$ cat config.mk
export PLATFORM = sky130hd
export DESIGN_NAME = mipi_rx_lane_flat
export DESIGN_NICKNAME = d
export VERILOG_FILES = /design/src/rtl/mipi_rx_pkg.sv /design/src/rtl/mipi_rx_lane_if.sv /design/src/rtl/mipi_rx_dly_ctrl.sv /design/src/rtl/mipi_rx_lane.sv /design/src/flat_wrapper.sv
export SDC_FILE = /design/constraint.sdc
export NUM_CORES = 1
export LEC_CHECK = 0
export BUFFER_PORTS_ARGS = -buffer_cell sky130_fd_sc_hd__buf_2
export CAP_MARGIN = 20
export CELL_PAD_IN_SITES_DETAIL_PLACEMENT = 0
export CELL_PAD_IN_SITES_GLOBAL_PLACEMENT = 2
export CORE_ASPECT_RATIO = 0.7
export CORE_UTILIZATION = 35
export CTS_CLUSTER_DIAMETER = 40
export DETAILED_ROUTE_END_ITERATION = 6
export PLACE_DENSITY = 0.86
export SKIP_CTS_REPAIR_TIMING = 1
export SLEW_MARGIN = 0
export SYNTH_ARGS = -nofsm -noshare
export SYNTH_HDL_FRONTEND = slang
export SYNTH_SLANG_ARGS = --single-unit
$ cat constraint.sdc
create_clock -name RX_CLK -period 2.9 [get_ports RX_CLK]
set_input_delay 0.58 -clock RX_CLK [delete_from_list [all_inputs] [get_ports RX_CLK]]
set_output_delay 0.58 -clock RX_CLK [all_outputs]
set_load 0.05 [all_outputs]
$ cat src/rtl/mipi_rx_pkg.sv
// Shared constants and helpers for the MIPI D-PHY receive lane.
package mipi_rx_pkg;

  localparam int TAP_W = 6;
  localparam logic [TAP_W-1:0] TAP_MAX = 6'd63;

  function automatic logic rise(input logic cur, input logic prev);
    return cur & ~prev;
  endfunction

endpackage

$ cat src/rtl/mipi_rx_lane_if.sv
// Pad-side and deskew-side signal bundle of one MIPI receive lane.
interface mipi_rx_lane_if #(
  parameter int WIDTH = 4
);
  import mipi_rx_pkg::*;

  logic             PLL_LOCK;
  logic             CLK_IN;
  logic             RX_DP;
  logic             RX_DN;
  logic             HS_EN;
  logic             LP_EN;
  logic             RX_TERM_EN;
  logic             BITSLIP_ADJ;
  logic             DLY_LOAD;
  logic             DLY_ADJ;
  logic             DLY_INCDEC;
  logic [TAP_W-1:0] DLY_TAP_VALUE;
  logic [WIDTH-1:0] HS_RX_DATA;
  logic             HS_RXD_VALID;
  logic             RX_OE;
  logic             LP_RX_DP;
  logic             LP_RX_DN;

  // HS_RXD_VALID is a valid-only qualifier with no ready: a new word is offered
  // once per word boundary and the consumer must take it then.
  modport master (
    output PLL_LOCK, CLK_IN, RX_DP, RX_DN, HS_EN, LP_EN, RX_TERM_EN,
           BITSLIP_ADJ, DLY_LOAD, DLY_ADJ, DLY_INCDEC,
    input  DLY_TAP_VALUE, HS_RX_DATA, HS_RXD_VALID, RX_OE, LP_RX_DP, LP_RX_DN
  );

  modport slave (
    input  PLL_LOCK, CLK_IN, RX_DP, RX_DN, HS_EN, LP_EN, RX_TERM_EN,
           BITSLIP_ADJ, DLY_LOAD, DLY_ADJ, DLY_INCDEC,
    output DLY_TAP_VALUE, HS_RX_DATA, HS_RXD_VALID, RX_OE, LP_RX_DP, LP_RX_DN
  );

endinterface

$ cat src/rtl/mipi_rx_dly_ctrl.sv
// Input-delay tap controller: reload from DELAY, saturating inc/dec steps.
// Only live when the top enables it and EN_IDLY is "TRUE"; otherwise the tap is 0.
module mipi_rx_dly_ctrl
  import mipi_rx_pkg::*;
#(
  parameter bit    CTRL_ON = 1'b0,
  parameter string EN_IDLY = "FALSE",
  parameter int    DELAY   = 0
) (
  input  logic             RX_CLK,
  input  logic             RST,
  input  logic             dly_load,
  input  logic             dly_adj,
  input  logic             dly_incdec,
  output logic [TAP_W-1:0] tap
);

  localparam bit ON = CTRL_ON && (EN_IDLY == "TRUE");
  localparam logic [TAP_W-1:0] RELOAD = TAP_W'(DELAY);

  generate
    if (ON) begin : g_on
      logic load_q;
      logic adj_q;

      // A reload wins over a step arriving in the same cycle.
      always_ff @(posedge RX_CLK or negedge RST) begin
        if (!RST) begin
          load_q <= 1'b0;
          adj_q  <= 1'b0;
          tap    <= RELOAD;
        end else begin
          load_q <= dly_load;
          adj_q  <= dly_adj;
          if (rise(dly_load, load_q)) begin
            tap <= RELOAD;
          end else if (rise(dly_adj, adj_q)) begin
            if (dly_incdec) begin
              if (tap != TAP_MAX) tap <= tap + TAP_W'(1);
            end else if (tap != '0) begin
              tap <= tap - TAP_W'(1);
            end
          end
        end
      end
    end else begin : g_off
      logic unused_cfg;
      assign unused_cfg = ^{RX_CLK, RST, dly_load, dly_adj, dly_incdec, RELOAD};
      assign tap = '0;
    end
  endgenerate

endmodule

$ cat src/rtl/mipi_rx_lane.sv
// MIPI D-PHY receive lane front end: HS deserialiser with bitslip, LP pass-through.
// Define MIPI_RX_DLY_CTRL_EN to compile in the delay-tap controller.
module mipi_rx_lane
  import mipi_rx_pkg::*;
#(
  parameter int    WIDTH   = 4,
  parameter string EN_IDLY = "FALSE",
  parameter int    DELAY   = 0
) (
  input  logic          RX_CLK,
  input  logic          RST,
  mipi_rx_lane_if.slave lane
);

  localparam int SR_W   = 2 * WIDTH;
  localparam int SLIP_W = $clog2(WIDTH);
  localparam int FILL_W = $clog2(SR_W + 1);

`ifdef MIPI_RX_DLY_CTRL_EN
  localparam bit CTRL_ON = 1'b1;
`else
  localparam bit CTRL_ON = 1'b0;
`endif

  logic [SR_W-1:0]   sr;
  logic [SLIP_W-1:0] slip;
  logic [FILL_W-1:0] fill;
  logic              clk_in_q;
  logic              bitslip_q;
  logic              active;
  logic              boundary;
  logic              filled;
  logic              slip_rise;
  logic [WIDTH-1:0]  word;
  logic              unused_pad;

  // Termination is a pad-only control and the oldest history bit is never windowed.
  assign unused_pad = ^{lane.RX_TERM_EN, sr[SR_W-1]};

  always_comb begin
    active    = lane.HS_EN & lane.PLL_LOCK;
    boundary  = rise(lane.CLK_IN, clk_in_q);
    filled    = (fill == FILL_W'(SR_W));
    slip_rise = rise(lane.BITSLIP_ADJ, bitslip_q);
    word      = sr[slip +: WIDTH];
  end

  // Newest bit enters at sr[0], so the window's MSB is the earliest bit received.
  always_ff @(posedge RX_CLK or negedge RST) begin
    if (!RST) begin
      sr                <= '0;
      slip              <= '0;
      fill              <= '0;
      clk_in_q          <= 1'b0;
      bitslip_q         <= 1'b0;
      lane.HS_RX_DATA   <= '0;
      lane.HS_RXD_VALID <= 1'b0;
      lane.RX_OE        <= 1'b0;
      lane.LP_RX_DP     <= 1'b0;
      lane.LP_RX_DN     <= 1'b0;
    end else begin
      clk_in_q      <= lane.CLK_IN;
      bitslip_q     <= lane.BITSLIP_ADJ;
      lane.RX_OE    <= lane.HS_EN | lane.LP_EN;
      lane.LP_RX_DP <= lane.LP_EN & lane.RX_DP;
      lane.LP_RX_DN <= lane.LP_EN & lane.RX_DN;
      if (!active) begin
        sr                <= '0;
        slip              <= '0;
        fill              <= '0;
        lane.HS_RXD_VALID <= 1'b0;
      end else begin
        sr <= {sr[SR_W-2:0], lane.RX_DP};
        if (!filled) fill <= fill + FILL_W'(1);
        if (slip_rise) slip <= (slip == SLIP_W'(WIDTH - 1)) ? '0 : slip + SLIP_W'(1);
        // Words are only published once the history holds a full refill of bits.
        if (boundary) begin
          lane.HS_RXD_VALID <= filled;
          if (filled) lane.HS_RX_DATA <= word;
        end
      end
    end
  end

  mipi_rx_dly_ctrl #(
    .CTRL_ON (CTRL_ON),
    .EN_IDLY (EN_IDLY),
    .DELAY   (DELAY)
  ) u_dly_ctrl (
    .RX_CLK     (RX_CLK),
    .RST        (RST),
    .dly_load   (lane.DLY_LOAD),
    .dly_adj    (lane.DLY_ADJ),
    .dly_incdec (lane.DLY_INCDEC),
    .tap        (lane.DLY_TAP_VALUE)
  );

endmodule

$ cat src/flat_wrapper.sv
// flat-port wrapper written by rule: the top's interface ports become plain ports
module mipi_rx_lane_flat import mipi_rx_pkg::*;
#(
  parameter int    WIDTH   = 4,
  parameter string EN_IDLY = "     ",
  parameter int    DELAY   = 0
)
  (RX_CLK, RST, lane_PLL_LOCK, lane_CLK_IN, lane_RX_DP, lane_RX_DN, lane_HS_EN, lane_LP_EN, lane_RX_TERM_EN, lane_BITSLIP_ADJ, lane_DLY_LOAD, lane_DLY_ADJ, lane_DLY_INCDEC, lane_DLY_TAP_VALUE, lane_HS_RX_DATA, lane_HS_RXD_VALID, lane_RX_OE, lane_LP_RX_DP, lane_LP_RX_DN);
  mipi_rx_lane_if #(.WIDTH(WIDTH)) lane_i ();
  input  logic RX_CLK;
  input  logic RST;
  input wire logic [$bits(lane_i.PLL_LOCK)-1:0] lane_PLL_LOCK;
  input wire logic [$bits(lane_i.CLK_IN)-1:0] lane_CLK_IN;
  input wire logic [$bits(lane_i.RX_DP)-1:0] lane_RX_DP;
  input wire logic [$bits(lane_i.RX_DN)-1:0] lane_RX_DN;
  input wire logic [$bits(lane_i.HS_EN)-1:0] lane_HS_EN;
  input wire logic [$bits(lane_i.LP_EN)-1:0] lane_LP_EN;
  input wire logic [$bits(lane_i.RX_TERM_EN)-1:0] lane_RX_TERM_EN;
  input wire logic [$bits(lane_i.BITSLIP_ADJ)-1:0] lane_BITSLIP_ADJ;
  input wire logic [$bits(lane_i.DLY_LOAD)-1:0] lane_DLY_LOAD;
  input wire logic [$bits(lane_i.DLY_ADJ)-1:0] lane_DLY_ADJ;
  input wire logic [$bits(lane_i.DLY_INCDEC)-1:0] lane_DLY_INCDEC;
  output wire logic [$bits(lane_i.DLY_TAP_VALUE)-1:0] lane_DLY_TAP_VALUE;
  output wire logic [$bits(lane_i.HS_RX_DATA)-1:0] lane_HS_RX_DATA;
  output wire logic [$bits(lane_i.HS_RXD_VALID)-1:0] lane_HS_RXD_VALID;
  output wire logic [$bits(lane_i.RX_OE)-1:0] lane_RX_OE;
  output wire logic [$bits(lane_i.LP_RX_DP)-1:0] lane_LP_RX_DP;
  output wire logic [$bits(lane_i.LP_RX_DN)-1:0] lane_LP_RX_DN;
  assign lane_i.PLL_LOCK = lane_PLL_LOCK;
  assign lane_i.CLK_IN = lane_CLK_IN;
  assign lane_i.RX_DP = lane_RX_DP;
  assign lane_i.RX_DN = lane_RX_DN;
  assign lane_i.HS_EN = lane_HS_EN;
  assign lane_i.LP_EN = lane_LP_EN;
  assign lane_i.RX_TERM_EN = lane_RX_TERM_EN;
  assign lane_i.BITSLIP_ADJ = lane_BITSLIP_ADJ;
  assign lane_i.DLY_LOAD = lane_DLY_LOAD;
  assign lane_i.DLY_ADJ = lane_DLY_ADJ;
  assign lane_i.DLY_INCDEC = lane_DLY_INCDEC;
  assign lane_DLY_TAP_VALUE = lane_i.DLY_TAP_VALUE;
  assign lane_HS_RX_DATA = lane_i.HS_RX_DATA;
  assign lane_HS_RXD_VALID = lane_i.HS_RXD_VALID;
  assign lane_RX_OE = lane_i.RX_OE;
  assign lane_LP_RX_DP = lane_i.LP_RX_DP;
  assign lane_LP_RX_DN = lane_i.LP_RX_DN;
  mipi_rx_lane #(.WIDTH(WIDTH), .EN_IDLY(EN_IDLY), .DELAY(DELAY)) u_core (.RX_CLK(RX_CLK), .RST(RST), .lane(lane_i));
endmodule
# [Word-level counts from Yosys, hierarchy flattened]
# Index checks and enable logic that the tools add are counted.
[word_totals] regBits=24 latchBits=0 ram_bits=0 romBits=0 input_bits=13 output_inout_bits=14 word_cells=35 mem_count=0
[classes] add_sub_neg=2 n_mul=0 n_div=0 n_lt_le_gt_ge=0 n_eq_ne=5 shift=1 n_mux=8 n_bitwise=8 reduce_logical=1
[op_table] op="2-to-1 mux 4 bit" n=2
[op_table] op="2-to-1 mux 8 bit" n=1
[op_table] op="indexed part select 8 x 3 -> 4 bit" n=1
[op_table] op="2-to-1 mux 2 bit" n=3
[op_table] op="inequality test 2 bit, second input constant" n=3
[op_table] op="AND 1 bit" n=5
[op_table] op="adder 4 x 1 -> 4 bit, second input constant" n=1
[op_table] op="equality test 4 bit, second input constant" n=1
[op_table] op="AND reduction 3 bit" n=1
[op_table] op="adder 2 x 1 -> 2 bit, second input constant" n=1
[op_table] op="equality test 2 bit, second input constant" n=1
[op_table] op="2-to-1 mux 1 bit" n=2
[op_table] op="inverter 1 bit" n=2
[op_table] op="OR 1 bit" n=1

# [Longest topological paths before layout]
[depth] ltp_word=4 depth_mapped=5 depth_no_buf=5

# [Cells and area by module]
# From an unflattened synthesis, not the netlist that was laid out.
[hier_totals] cells_unflattened=77 hier_area_um2=1043.5
[by_module_without_submodules] module="mipi_rx_lane" instances=1 cells_each=70 area_each_um2=994.7 seq_area_each_um2=575.6
[by_module_without_submodules] module="mipi_rx_dly_ctrl" instances=1 cells_each=7 area_each_um2=48.8 seq_area_each_um2=0.0

# [Least setup slack after synthesis]
# No wires, ideal clock.
[synth_path] path_kind="input-to-reg" from="input port lane_CLK_IN" to="register u_core.lane.HS_RX_DATA[0]" setup_ns=0.125 t_arrival_ns=1.364 t_required_ns=2.775 setup_slack_ns=1.411 cell_stages=3 n_path_buf=0 path_cell_list="nor2b_1 > nor3b_4 > mux2_2"
[synth_via] elab_chain_len=2
[synth_lines] item="from (decl)" line_no="flat_wrapper.sv:13" rtl="input wire logic [$bits(lane_i.CLK_IN)-1:0] lane_CLK_IN;"
[synth_lines] item="AND 1 bit" line_no="mipi_rx_pkg.sv:8" rtl="return cur & ~prev;"
[synth_lines] item="AND reduction 3 bit (no line)"
[synth_lines] item="to (signal assigned)" line_no="mipi_rx_lane.sv:79" rtl="if (filled) lane.HS_RX_DATA <= word;"
[synth_lines] item="to (decl)" line_no="mipi_rx_lane_if.sv:36" rtl="output DLY_TAP_VALUE, HS_RX_DATA, HS_RXD_VALID, RX_OE, LP_RX_DP, LP_RX_DN"
# No other way between the ends.
# A chain may end at the register's enable or synchronous reset.

# [Worst setup path in the final report]
[layout_path] from="register u_core.fill[0]" to="register u_core.lane.HS_RX_DATA[0]"
[layout_via] elab_chain_len=2
[layout_lines] item="from (decl)" line_no="mipi_rx_lane.sv:27" rtl="logic [FILL_W-1:0] fill;"
[layout_lines] item="from (signal assigned)" line_no="mipi_rx_lane.sv:74" rtl="if (!filled) fill <= fill + FILL_W'(1);"
[layout_lines] item="equality test 4 bit" line_no="mipi_rx_lane.sv:43" rtl="filled = (fill == FILL_W'(SR_W));"
[layout_lines] item="AND reduction 3 bit (no line)"
# No other way between the ends.

==> flow_metrics.py <==
metrics = {
    "critical_path": {
        "crit_buf_inv": 1,
        "crit_slowest_cell": "dfrtp_1",
        "reg2reg_depth": 5,
        "critPathArrivalTime_ps": 1790,
        "path_delay_family": "simple AND/OR/NAND/NOR gates",
        "end_kind": "flip-flop",
        "worstPathCellList": "inv_1, ha_1, nand3b_1, nor3b_4, mux2_2",
        "critical_path_depth": 5,
        "reg2reg_to": "u_core.lane.HS_RX_DATA[0]",
        "r2r-start": "u_core.fill[0]",
        "ff2ff_setup_slack_ps": 1260,
        "critPathMaxStageDelay_ps": 410,
        "cp_max_fo": 4,
        "startpoint": "u_core.fill[0]",
        "cp.required_ps": 3050,
        "startpoint_type": "flip-flop",
        "worstSetupPathType": "reg -> reg",
    },
    "power_and_ir_drop": {
        "power.total_mw": 0.580,
        "total_leakage_power_nw": 0.606,
        "power.density_nw_per_um2": 496,
        "pwr-share-comb": 0.099,
        "intPower_mw": 0.439,
        "power_frac_seq": 0.571,
        "ir_drop_v": 0.000267,
        "sw_frac_of_total": 0.243,
        "clkPwrFrac": 0.330,
        "p_switching_mw": 0.141,
    },
    "die": {
        "die-height_um": 47.5,
        "ioPinCount": 27,
        "rows": 16,
        "die_w_um": 67.1,
        "core_um2": 2800,
        "dieArea_um2": 3190,
        "initial_utilization": 0.370,
    },
    "worst_hold_path": {
        "hp-class": "in -> async",
    },
    "yosys": {
        "synth_area_um2": 1040,
        "synth_xor_area_frac": 0.0253,
        "yosys_warnings": 0,
        "synthCells": 77,
        "ys.flop_type": "dfrtp_1",
        "synth_top_area_frac": 0.555,
        "synthTopCellsByArea": "dfrtp_1, mux4_2, buf_4",
        "netlist_top_cells_count": "dfrtp_1, and3_1, buf_4, nor2_1, mux2_2",
        "synth_seq_cells": 23,
        "synth_compound_area_frac": 0.00483,
        "synth_most_common_cell": "dfrtp_1",
        "synth_area_per_cell_um2": 13.5,
        "ys_types": 25,
        "synthSimpleGateAreaFrac": 0.151,
        "synth_top_family_by_area": "multiplexers",
        "yosysTopAreaCell": "dfrtp_1",
        "synth_fa_ha_area_frac": 0.0362,
        "synthMuxAreaShare": 0.163,
        "synth_edf_count": 0,
        "ys_async_sr_fraction": 1.00,
        "yosysSeqAreaShare": 0.555,
    },
    "sta": {
        "tightest_slew_ps": 514,
        "drv_slew": 0,
        "finClkSkew_ps": 1.21,
        "hold_viol_final": 0,
        "period_needed_ps": 1640,
        "tns_ps": 0,
        "finalCritPeriodShare": 0.565,
        "setup-violations-final": 0,
        "timing.hold.ws_ps": 287,
        "max_freq_mhz": 611,
        "slew_headroom": 0.657,
        "rsz0062_at_grt": "no",
    },
    "placed_design": {
        "dp_hpwl_um": 1200,
        "place.gp.congestion": 0.719,
        "portBuffers": 16,
        "dpl.cell_count": 127,
    },
    "final_layout": {
        "seq_area_um2": 576,
        "layout.cells.non_filler": 131,
        "diodes": 0,
        "nFillCells": 273,
        "areaGrowthSynthToFinish_pct": 12.8,
        "final_layout_size_suffix_gt1_frac": 0.305,
        "nets": 112,
        "multiInputGateArea_um2": 417,
    },
    "drt": {
        "vias_per_cell": 4.59,
        "route.met2.wl_um": 667,
        "dr.pass1.iters": 4,
        "remaining_drc_errors": 0,
        "wl_per_cell_um": 12.4,
        "num_vias": 601,
        "drt_iter0_drc": 42,
        "routed_wl_um": 1620,
        "highest-signal-layer": "met4",
        "route.met3.wl_um": 125,
        "routedLengthMet1_um": 819,
        "postRouteAntennaNets": 0,
    },
    "grt": {
        "track_usage": 0.124,
        "overflow": 0,
        "grt_pass1_vias": 548,
        "antenna_found_initial": 0,
        "grt_pass1_wl_um": 2700,
        "grt_start_max_net_pins": 24,
    },
    "flow_run": {
        "max-cap-violations": 0,
    },
    "clock_network": {
        "cts_made_buffers": 3,
        "clk_pin_slew_ps": 70,
        "h-tree-depth": 1,
        "clock_path_buffers": 2,
        "insertion_delay_ps": 260,
        "root_buffer": "clkbuf_8",
        "cts_tree": "yes",
        "cts.sinks": 23,
    },
    "outcome": {
        "status": "finished clean",
    },
}
power groups by stage:
stage	Sequential, mW	Clock (mW)	Combinational (mW)
after floorplan	0.343	0	0.0390
after global placement	0.337	0	0.0568
after detailed placement	0.337	0	0.0580
after CTS	0.331	0.202	0.0582
after global routing	0.332	0.215	0.0625
final	0.331	0.192	0.0572
cells by family after synthesis:
logic type | Yosys count
buffers and inverters | 9
other | 1
muxes | 11
and+or+nand+nor | 26
AOI/OAI and AO/OA | 1
adders and majority gates | 3
xor gates and xnor gates | 3
DFF | 23
routing by layer:
layer	GRT usage	vias up
met5	0	-
met4	0.0383	0
met3	0.0571	3
met2	0.172	22
met1	0.173	283
li1	-	293
worst register-to-register path, delay by kind of cell (launching register included):
family        cells  cell delay, ps
simple gates      2             470
buf+inv           1             110
flops             1             410
fa+ha+maj         1             170
mux               1             370
cell type report:
class / instances / area share
inverter: 2 / 0.00642
clock buffer: 4 / 0.0385
multi-input combinational: 50 / 0.356
sequential: 23 / 0.492
tap: 36 / 0.0385
timing repair buffer: 16 / 0.0684
cell usage in the layout (no fill, tap or decap), types with 2 or more instances in the layout:
master	count
xnor2_1	2
mux2_2	4
dfrtp_1	23
nor2b_1	2
nand2_1	2
inv_1	2
buf_2	16
mux2i_1	3
mux4_2	3
and2_1	2
and3_1	7
conb_1	6
nor2_1	6
ha_1	3
clkbuf_8	3
flip-flops by register name, summed over array words and instances (netlist names):
name	count
u_core.sr	7
u_core.slip	2
u_core.lane.HS_RX_DATA	4
u_core.lane.RX_OE	1
u_core.bitslip_q	1
u_core.lane.LP_RX_DN	1
u_core.lane.HS_RXD_VALID	1
u_core.fill	4
u_core.clk_in_q	1
u_core.lane.LP_RX_DP	1
how the worst max path moves through the flow:
stage and end:
2_1_floorplan u_core.lane.HS_RX_DATA[0], 3_3_place_gp u_core.lane.HS_RX_DATA[3], 3_5_place_dp u_core.lane.HS_RX_DATA[1], 4_1_cts u_core.lane.HS_RX_DATA[1], 5_1_grt u_core.lane.HS_RX_DATA[2], 6_report u_core.lane.HS_RX_DATA[0]
metrics by stage:
stage               utilization  setup slack (ps)  area, um^2
floorplan                     -              1410        1060
global placement          0.401              1180        1120
detailed placement        0.401              1150        1120
CTS                       0.417              1270        1170
finish                    0.417              1260        1170
global route              0.417              1150        1170
No activity file was read; power rests on OpenSTA's default activity.
